`src/rtl/cam_frame_serializer.sv`:
```
// Serializes one frame of FRAME_PIXELS pixels onto a single-bit camera line: start bit, then data MSB first.
// Define CAM_SER_PARITY_EN to append an even-parity bit after each pixel's data bits.
module cam_frame_serializer #(
  parameter int PIX_W        = 8,
  parameter int FRAME_PIXELS = 784,
  parameter int CLKS_PER_BIT = 16
) (
  input  logic                              i_clk,
  input  logic                              i_rst,
  input  logic                              i_frame_start,
  input  logic [PIX_W-1:0]                  i_pix_data,
  input  logic                              i_pix_valid,
  output logic                              o_pix_ready,
  output logic                              o_cam_data,
  output logic                              o_busy,
  output logic                              o_frame_done,
  output logic [$clog2(FRAME_PIXELS+1)-1:0] o_pix_count,
  output logic                              o_underflow
);

  localparam int CNT_W  = $clog2(FRAME_PIXELS + 1);
  localparam int TICK_W = $clog2(CLKS_PER_BIT);
  localparam int IDX_W  = (PIX_W > 1) ? $clog2(PIX_W) : 1;

  localparam logic [TICK_W-1:0] TICK_ZERO = TICK_W'(0);
  localparam logic [TICK_W-1:0] TICK_ONE  = TICK_W'(1);
  localparam logic [TICK_W-1:0] TICK_LAST = TICK_W'(CLKS_PER_BIT - 1);
  localparam logic [IDX_W-1:0]  IDX_ZERO  = IDX_W'(0);
  localparam logic [IDX_W-1:0]  IDX_ONE   = IDX_W'(1);
  localparam logic [IDX_W-1:0]  IDX_MSB   = IDX_W'(PIX_W - 1);
  localparam logic [CNT_W-1:0]  CNT_ZERO  = CNT_W'(0);
  localparam logic [CNT_W-1:0]  CNT_ONE   = CNT_W'(1);
  localparam logic [CNT_W-1:0]  CNT_FULL  = CNT_W'(FRAME_PIXELS);

`ifdef CAM_SER_PARITY_EN
  typedef enum logic [2:0] {
    ST_IDLE   = 3'd0,
    ST_FETCH  = 3'd1,
    ST_START  = 3'd2,
    ST_DATA   = 3'd3,
    ST_PARITY = 3'd4,
    ST_END    = 3'd5
  } state_t;
`else
  typedef enum logic [2:0] {
    ST_IDLE  = 3'd0,
    ST_FETCH = 3'd1,
    ST_START = 3'd2,
    ST_DATA  = 3'd3,
    ST_END   = 3'd5
  } state_t;
`endif

  function automatic logic even_parity(input logic [PIX_W-1:0] data);
    return ^data;
  endfunction

  state_t             state_q, state_d;
  logic [TICK_W-1:0]  tick_q, tick_d;
  logic [IDX_W-1:0]   idx_q, idx_d;
  logic [PIX_W-1:0]   shift_q, shift_d;
  logic [CNT_W-1:0]   count_q, count_d;
  logic               busy_q, busy_d;
  logic               done_q, done_d;
  logic               under_q, under_d;
  logic               ready_q, ready_d;
  logic               cam_q, cam_d;
  logic               fetch_first_q, fetch_first_d;
  logic               end_s;

  // Next-state, bit timing, pixel counting and underflow detection
  always_comb begin
    state_d = state_q;
    tick_d  = tick_q;
    idx_d   = idx_q;
    shift_d = shift_q;
    count_d = count_q;
    busy_d  = busy_q;
    done_d  = 1'b0;
    under_d = under_q;
    end_s   = 1'b0;
    case (state_q)
      ST_IDLE: begin
        if (i_frame_start) begin
          state_d = ST_FETCH;
          busy_d  = 1'b1;
          count_d = CNT_ZERO;
        end else begin
          busy_d = 1'b0;
        end
      end
      ST_FETCH: begin
        tick_d = TICK_ZERO;
        if (i_pix_valid) begin
          shift_d = i_pix_data;
          state_d = ST_START;
        end else if ((count_q != CNT_ZERO) && !fetch_first_q) begin
          // The first fetch cycle of a later pixel is free; any further wait is a stall
          under_d = 1'b1;
        end else begin
          under_d = under_q;
        end
      end
      ST_START: begin
        if (tick_q == TICK_LAST) begin
          tick_d  = TICK_ZERO;
          idx_d   = IDX_MSB;
          state_d = ST_DATA;
        end else begin
          tick_d = tick_q + TICK_ONE;
        end
      end
      ST_DATA: begin
        if (tick_q == TICK_LAST) begin
          tick_d = TICK_ZERO;
          if (idx_q == IDX_ZERO) begin
`ifdef CAM_SER_PARITY_EN
            state_d = ST_PARITY;
`else
            end_s = 1'b1;
`endif
          end else begin
            idx_d = idx_q - IDX_ONE;
          end
        end else begin
          tick_d = tick_q + TICK_ONE;
        end
      end
`ifdef CAM_SER_PARITY_EN
      ST_PARITY: begin
        if (tick_q == TICK_LAST) begin
          tick_d = TICK_ZERO;
          end_s  = 1'b1;
        end else begin
          tick_d = tick_q + TICK_ONE;
        end
      end
`endif
      ST_END: begin
        if (count_q == CNT_FULL) begin
          state_d = ST_IDLE;
        end else begin
          state_d = ST_FETCH;
        end
      end
      default: begin
        state_d = ST_IDLE;
        busy_d  = 1'b0;
      end
    endcase

    if (end_s) begin
      state_d = ST_END;
      count_d = count_q + CNT_ONE;
      if (count_d == CNT_FULL) begin
        done_d = 1'b1;
        busy_d = 1'b0;
      end else begin
        busy_d = 1'b1;
      end
    end else begin
      done_d = 1'b0;
    end
  end

  // Line and handshake outputs precomputed from the next state so they leave flops
  always_comb begin
    ready_d       = (state_d == ST_FETCH);
    fetch_first_d = ready_d && (state_q != ST_FETCH);
    case (state_d)
      ST_START:  cam_d = 1'b1;
      ST_DATA:   cam_d = shift_d[idx_d];
`ifdef CAM_SER_PARITY_EN
      ST_PARITY: cam_d = even_parity(shift_d);
`endif
      default:   cam_d = 1'b0;
    endcase
  end

  // State and output registers with synchronous reset
  always_ff @(posedge i_clk) begin
    if (i_rst) begin
      state_q       <= ST_IDLE;
      tick_q        <= TICK_ZERO;
      idx_q         <= IDX_ZERO;
      shift_q       <= {PIX_W{1'b0}};
      count_q       <= CNT_ZERO;
      busy_q        <= 1'b0;
      done_q        <= 1'b0;
      under_q       <= 1'b0;
      ready_q       <= 1'b0;
      cam_q         <= 1'b0;
      fetch_first_q <= 1'b0;
    end else begin
      state_q       <= state_d;
      tick_q        <= tick_d;
      idx_q         <= idx_d;
      shift_q       <= shift_d;
      count_q       <= count_d;
      busy_q        <= busy_d;
      done_q        <= done_d;
      under_q       <= under_d;
      ready_q       <= ready_d;
      cam_q         <= cam_d;
      fetch_first_q <= fetch_first_d;
    end
  end

  assign o_pix_ready  = ready_q;
  assign o_cam_data   = cam_q;
  assign o_busy       = busy_q;
  assign o_frame_done = done_q;
  assign o_pix_count  = count_q;
  assign o_underflow  = under_q;

endmodule

```
`config.mk`:
```
export PLATFORM = sky130hd
export DESIGN_NAME = cam_frame_serializer
export DESIGN_NICKNAME = d
export VERILOG_FILES = /design/src/rtl/cam_frame_serializer.sv
export SDC_FILE = /design/constraint.sdc
export NUM_CORES = 1
export LEC_CHECK = 0
export CORE_AREA = 5 5 65 67
export CTS_CLUSTER_DIAMETER = 30
export CTS_CLUSTER_SIZE = 40
export DETAILED_ROUTE_END_ITERATION = 7
export DIE_AREA = 0 0 70 72
export PLACE_DENSITY = 0.83
export SLEW_MARGIN = 5
export SYNTH_ARGS = -nofsm -noshare
export SYNTH_HDL_FRONTEND = slang
export SYNTH_SLANG_ARGS = --single-unit
```
`constraint.sdc`:
```
create_clock -name i_clk -period 5.6 [get_ports i_clk]
set_input_delay 0.84 -clock i_clk [delete_from_list [all_inputs] [get_ports i_clk]]
set_output_delay 0.84 -clock i_clk [all_outputs]
set_load 0.02 [all_outputs]
```
==> impl_metrics.csv, run 1 <==
group,metric,value,unit
timing,finalClockSkew,10.22,ps
power,peakVddDrop,0.1099,mV
critical_path,path_cells,"clkdlybuf4s50_1, nand4bb_1, o21ai_0, a31oi_1, or3_1, o211ai_2, nand3_2",
die,core_area,0.003578,mm2
logic_synthesis,synthTopCellsByArea,"dfxtp_1 34%, nand2_1 6.1%, a21oi_1 5.9%",
critical_path,worst-path-max-fanout,15,
global_route,grt_use_total,21.06,%
cts,cts_resized,0,
logic_synthesis,synth_nets,282,
worst_hold_path,hold_class,"register to register",
outcome,status,"completed",
logic_synthesis,ys_seq_area_share,33.52,%
die,rows,22,
worst_hold_path,hold-path-cell-count,2,
die,die_area,0.005040,mm2
logic_synthesis,synth-edff-count,0,
critical_path,path_buf_inv,1,
timing,slew_viol_final,0,
logic_synthesis,synth_warnings,0,
power,p_comb_share,12.5,%
logic_synthesis,ys_types,54,
detailed_routing,vias,2058,
detailed_routing,routedWlPerCell,15.07,um
cts,post-cts-setup-buffers,0,
timing,grt_setup_unrepaired,"false",
cts,numCtsBuffers,5,
timing,setup_viol,0,
global_route,overflow,0,
global_route,grt_pass1_wl,8576,um
cells_and_area,nets,303,
cts,clkLatencyLatePin,350,ps
timing,hold_viol,0,
placement,hpwl,3647,um
timing,max_slew.worst_pin.slew,674.6,ps
logic_synthesis,synth_area_per_cell,7.663,um2
detailed_routing,drt_iter0_drc,140,
placement,port_buffers,26,
power,p_total,0.4572,mW
logic_synthesis,synth_common_cells,"34 x dfxtp_1, 33 x nand2_1, 30 x nor2_1",
logic_synthesis,synth_top_cell_area_share,33.52,%
critical_path,critical_path.slowest_cell,"clkdlybuf4s50_1",
logic_synthesis,syn_inst,265,
logic_synthesis,synth-seq-cells,34,
power,leakagePower,0.7696,nW
cells_and_area,area_growth,15.84,%
power,cellPowerDensity,194.3,mW/mm2
critical_path,r2r_cells,8,
timing,fin_crit,2604,ps
logic_synthesis,synth_flop_cell,"dfxtp_1",
critical_path,end_kind,"register",
power,netSwitchingFraction,27.13,%
global_route,grt_pass1_vias,1865,
power,pwr-share-clk,31.5,%
critical_path,start_kind,"primary input",
critical_path,cp.depth,7,
timing,finalSetupTns,0,ps
cts,cts_buffer_depth,2,
die,start_util,56.75,%
placement,place_congestion,0.8948,
cts,cts_tree,"built",
die,die_h,72,um
power,intPower,0.3331,mW
cells_and_area,drive_gt1_share,7.666,%
critical_path,crit_path_max_incr_delay,540,ps
logic_synthesis,yosysMostFrequentCell,"dfxtp_1",
job,maxCapViolations,0,
logic_synthesis,synth_area,0.002031,mm2
global_route,grt_max_degree,32,
global_route,antenna_found_initial,0,
cells_and_area,diodes,0,
critical_path,arrival,2850,ps
critical_path,required,5850,ps
power,switchingPower,0.1240,mW
cts,path_clk_slew,110,ps
timing,fin_crit_sh,46.50,%
detailed_routing,drcViolationCount,0,
cts,root_buffer,"clkbuf_4",
detailed_routing,dr.pass1.iters,5,
critical_path,crit_family,"simple AND/OR/NAND/NOR gates",
cts,htreeDepth,2,
die,ios,27,
logic_synthesis,yosysTopAreaCell,"dfxtp_1",
cts,clock_sinks,34,
die,dieWidth,70,um
power,seq_power_share,56.0,%
timing,max_freq,384.0,MHz
logic_synthesis,ys_async_sr_fraction,0,%
cts,cts_hold_buf,0,
detailed_routing,wl,5048,um
detailed_routing,viasPerCell,6.143,
critical_path,path_class,"primary input to register",
timing,max_slew_margin,54.94,%
detailed_routing,antenna_left,0,
-- metal layers --
metal,share of wire (%),track usage (%)
met4,1.8,9.149
met1,43,25.28
met3,5.0,5.679
met2,50,35.57
met5,0,0
-- final timing paths --
path / start / end / slack (ps)
min: shift_q[6]$_SDFF_PP0_ / shift_q[6]$_SDFF_PP0_ / 480
max reg2reg: idx_q[0]$_SDFF_PP0_ / o_cam_data$_SDFF_PP0_ / 3180
min reg2reg: shift_q[6]$_SDFF_PP0_ / shift_q[6]$_SDFF_PP0_ / 480
max: i_pix_valid / o_cam_data$_SDFF_PP0_ / 3000
-- layout make-up --
| cell class | count | area [um2] |
|---|---|---|
| repair buffers | 27 | 267.8 |
| well taps | 48 | 60.06 |
| inverters | 10 | 37.54 |
| flip-flops and latches | 34 | 680.7 |
| multi-input cells | 208 | 1246 |
| fillers | 332 | 1226 |
| clock buffers | 7 | 55.05 |
| clock inverters | 1 | 5.005 |
-- logic make-up (layout without fill, tap and decap cells) --
family | after synthesis | after routing | share of synthesized area [%]
muxes | 3 | 3 | 1.479
adders and majority gates | 5 | 5 | 3.081
buffers and inverters | 23 | 45 | 5.114
and+or+nand+nor | 128 | 128 | 33.83
xor gates and xnor gates | 1 | 1 | 0.4314
DFF | 34 | 34 | 33.52
AOI/OAI and AO/OA | 71 | 71 | 22.55
-- tightest hold or removal path, delay by kind of cell, from the launching register on --
family,cells,cell delay (ps)
and+or+nand+nor,1,60
DFF,1,340
AOI/OAI and AO/OA,1,50
-- state kept, by name (all words and copies together), names as in the netlist --
name,flops
fetch_first_q,1
o_pix_count,10
o_pix_ready,1
o_busy,1
o_cam_data,1
idx_q,3
o_frame_done,1
o_underflow,1
tick_q,4
shift_q,8
state_q,3
-- placed cells by master, fill, tap and decap left out, types with 5 or more instances in the layout --
master,synthesis,final
nor3_1,6,6
nor2_1,30,30
nand4_1,8,8
nand3_1,9,9
nor2b_1,6,6
a311oi_1,5,5
dfxtp_1,34,34
clkdlybuf4s50_1,0,26
nor4_1,6,6
nand2_1,33,33
o21ai_0,12,12
ha_1,5,5
a21oi_1,24,24
clkbuf_4,0,5
inv_1,10,10
nand2b_1,5,5
-- power groups by stage --
| stage | clock [mW] | combinational, mW | sequential, mW |
|---|---|---|---|
| after floorplan | 0 | 0.0376 | 0.260 |
| after global routing | 0.163 | 0.0623 | 0.257 |
| after CTS | 0.149 | 0.0572 | 0.256 |
| after global placement | 0 | 0.0567 | 0.261 |
| after detailed placement | 0 | 0.0570 | 0.261 |
| final | 0.144 | 0.0571 | 0.256 |
-- per-stage QoR --
step                instances  util (%)  hold WS (ps)  area [um2]  worst slack [ps]
floorplan                 265         -         444.9        2031              3523
global placement          327     64.06         455.0        2292              2687
detailed placement        327     64.06         466.1        2292              2621
CTS                       335     65.73         484.8        2352              3002
global route              335     65.73         503.2        2352              2826
finish                    335     65.73         482.7        2352              2996
Note: power is estimated with default switching activity, not from simulation.
==> run 2: changes to the inputs <==
--- a/config.mk
+++ b/config.mk
@@ -5,12 +5,12 @@
 export SDC_FILE = /design/constraint.sdc
 export NUM_CORES = 1
 export LEC_CHECK = 0
-export CORE_AREA = 5 5 65 67
+export CORE_AREA = 5 5 67 69
 export CTS_CLUSTER_DIAMETER = 30
 export CTS_CLUSTER_SIZE = 40
 export DETAILED_ROUTE_END_ITERATION = 7
-export DIE_AREA = 0 0 70 72
-export PLACE_DENSITY = 0.83
+export DIE_AREA = 0 0 72 74
+export PLACE_DENSITY = 0.78
 export SLEW_MARGIN = 5
 export SYNTH_ARGS = -nofsm -noshare
 export SYNTH_HDL_FRONTEND = slang
==> constraint.sdc (replaced) <==
create_clock -name i_clk -period 2.5 [get_ports i_clk]
set_input_delay 0.375 -clock i_clk [delete_from_list [all_inputs] [get_ports i_clk]]
set_output_delay 0.375 -clock i_clk [all_outputs]
set_load 0.02 [all_outputs]
==> run 2 against run 1 <==
  * First-iteration DRC count increased by 68%
  * Sequential power increased by 120%
  * Global-route usage increased by 0.78 points
==> impl_metrics.csv, run 2 (same netlist as run 1, synthesis figures left out) <==
group,metric,value,unit
outcome,status,"completed",
cells_and_area,multi_input_area,0.001246,mm2
timing,setup_viol,0,
timing,slew_viol_final,0,
detailed_routing,dr.pass1.iters,4,
timing,hold_viol,0,
global_route,overflow,0,
placement,place_congestion,1.008,
cts,clock_sinks,34,
timing,finalClockSkew,6.127,ps
critical_path,required,2680,ps
timing,fin_crit_sh,91.82,%
cts,numCtsBuffers,5,
global_route,grt_max_degree,31,
timing,max_freq,435.6,MHz
cells_and_area,regArea,680.7,um2
cts,cts_buffer_depth,2,
global_route,grt_pass1_wl,9177,um
detailed_routing,viasPerCell,6.108,
critical_path,critical_path.slowest_cell,"nor2b_1",
power,peakVddDrop,0.3371,mV
die,dieWidth,72,um
die,start_util,52.66,%
cells_and_area,nets,310,
critical_path,crit_path_max_incr_delay,420,ps
global_route,antenna_found_initial,0,
cts,path_clk_slew,70,ps
cts,root_buffer,"clkbuf_8",
cts,post-cts-setup-buffers,0,
global_route,grt_pass1_vias,2010,
cts,htreeDepth,2,
placement,port_buffers,26,
die,die_area,0.005328,mm2
detailed_routing,drcViolationCount,0,
placement,place_area,0.002347,mm2
critical_path,path_cells,"inv_1, ha_1, nor2b_1, nor4_1, or2_1, or3_1, o211ai_2, nand3_2",
critical_path,start_kind,"register",
detailed_routing,vias,2101,
cells_and_area,num-fill-cells,379,
critical_path,worst-path-max-fanout,6,
power,p_total,1.142,mW
cts,cts_resized,0,
power,cellPowerDensity,468.5,mW/mm2
job,maxCapViolations,0,
cells_and_area,largest_reg_flops,10,
critical_path,path_class,"register to register",
timing,grt_setup_unrepaired,"false",
critical_path,end_kind,"register",
cells_and_area,drive_gt1_share,9.864,%
detailed_routing,drt_iter0_drc,235,
cells_and_area,fin_area,0.002439,mm2
cells_and_area,area_growth,20.09,%
placement,hpwl,3950,um
cts,clkLatencyLatePin,290,ps
die,ios,27,
cts,cts_tree,"built",
timing,finalSetupTns,0,ps
cells_and_area,mostFrequentLayoutCell,"dfxtp_1",
detailed_routing,routedWlPerCell,16.09,um
timing,fin_crit,2296,ps
global_route,grt_use_total,21.84,%
detailed_routing,antenna_left,0,
critical_path,arrival,2480,ps
die,rows,23,
power,leakagePower,0.8168,nW
timing,max_slew.worst_pin.slew,460.8,ps
die,die_h,74,um
cts,cts_hold_buf,0,
cells_and_area,mostFrequentLayoutCells,"34 x dfxtp_1, 33 x nand2_1, 30 x nor2_1",
cells_and_area,diodes,0,
die,core_area,0.003856,mm2
worst_hold_path,hold_class,"register to register",
detailed_routing,wl,5536,um
timing,max_slew_margin,69.24,%
run 2: layer usage:
layer	track usage, %	share of wire [%]	vias up	wire, um
met2	38.16	49	77	2701
met1	26.53	44	983	2426
met3	4.595	5.3	12	292
met5	0	0	-	0
met4	8.142	2.1	0	116
li1	-	-	1029	-
run 2: area by class of cell:
class / count / share of cell area [%]
Clock buffer: 7 / 3.540
Sequential cell: 34 / 27.91
Timing Repair Buffer: 34 / 13.13
Inverter: 10 / 1.539
Tap cell: 50 / 2.565
Multi-Input combinational cell: 208 / 51.10
Clock inverter: 1 / 0.2052
run 2: where the power goes:
part | total, mW | switching, mW | internal (mW)
clock network | 0.428 | 0.206 | 0.222
logic | 0.140 | 0.0791 | 0.0610
registers | 0.574 | 0.0179 | 0.556
total | 1.14 | 0.303 | 0.840
run 2: per-stage QoR:
step	hold WS, ps	worst slack, ps	cells	utilization [%]
global route	495.7	98.49	344	63.24
detailed placement	456.9	211.2	336	60.87
floorplan	444.9	422.9	265	-
global placement	448.4	258.0	336	60.87
finish	464.1	204.4	344	63.24
CTS	472.7	247.8	344	63.24
run 2: final timing paths:
kind,startpoint,end,slack [ps],cells after the start
setup / recovery,idx_q[0]$_SDFF_PP0_,o_cam_data$_SDFF_PP0_,200,8
hold / removal,o_underflow$_SDFFE_PP0P_,o_underflow$_SDFFE_PP0P_,460,2
setup reg to reg,idx_q[0]$_SDFF_PP0_,o_cam_data$_SDFF_PP0_,200,8
hold reg to reg,o_underflow$_SDFFE_PP0P_,o_underflow$_SDFFE_PP0P_,460,2
run 2: critical path: cells and delay by family (launching register included):
kind                     cells  cell delay [ps]
AO/OA/AOI/OAI                1               80
adder cells (fa/ha/maj)      1              260
buffers and inverters        1              180
flip-flops                   1              340
AND/OR/NAND/NOR              5             1330
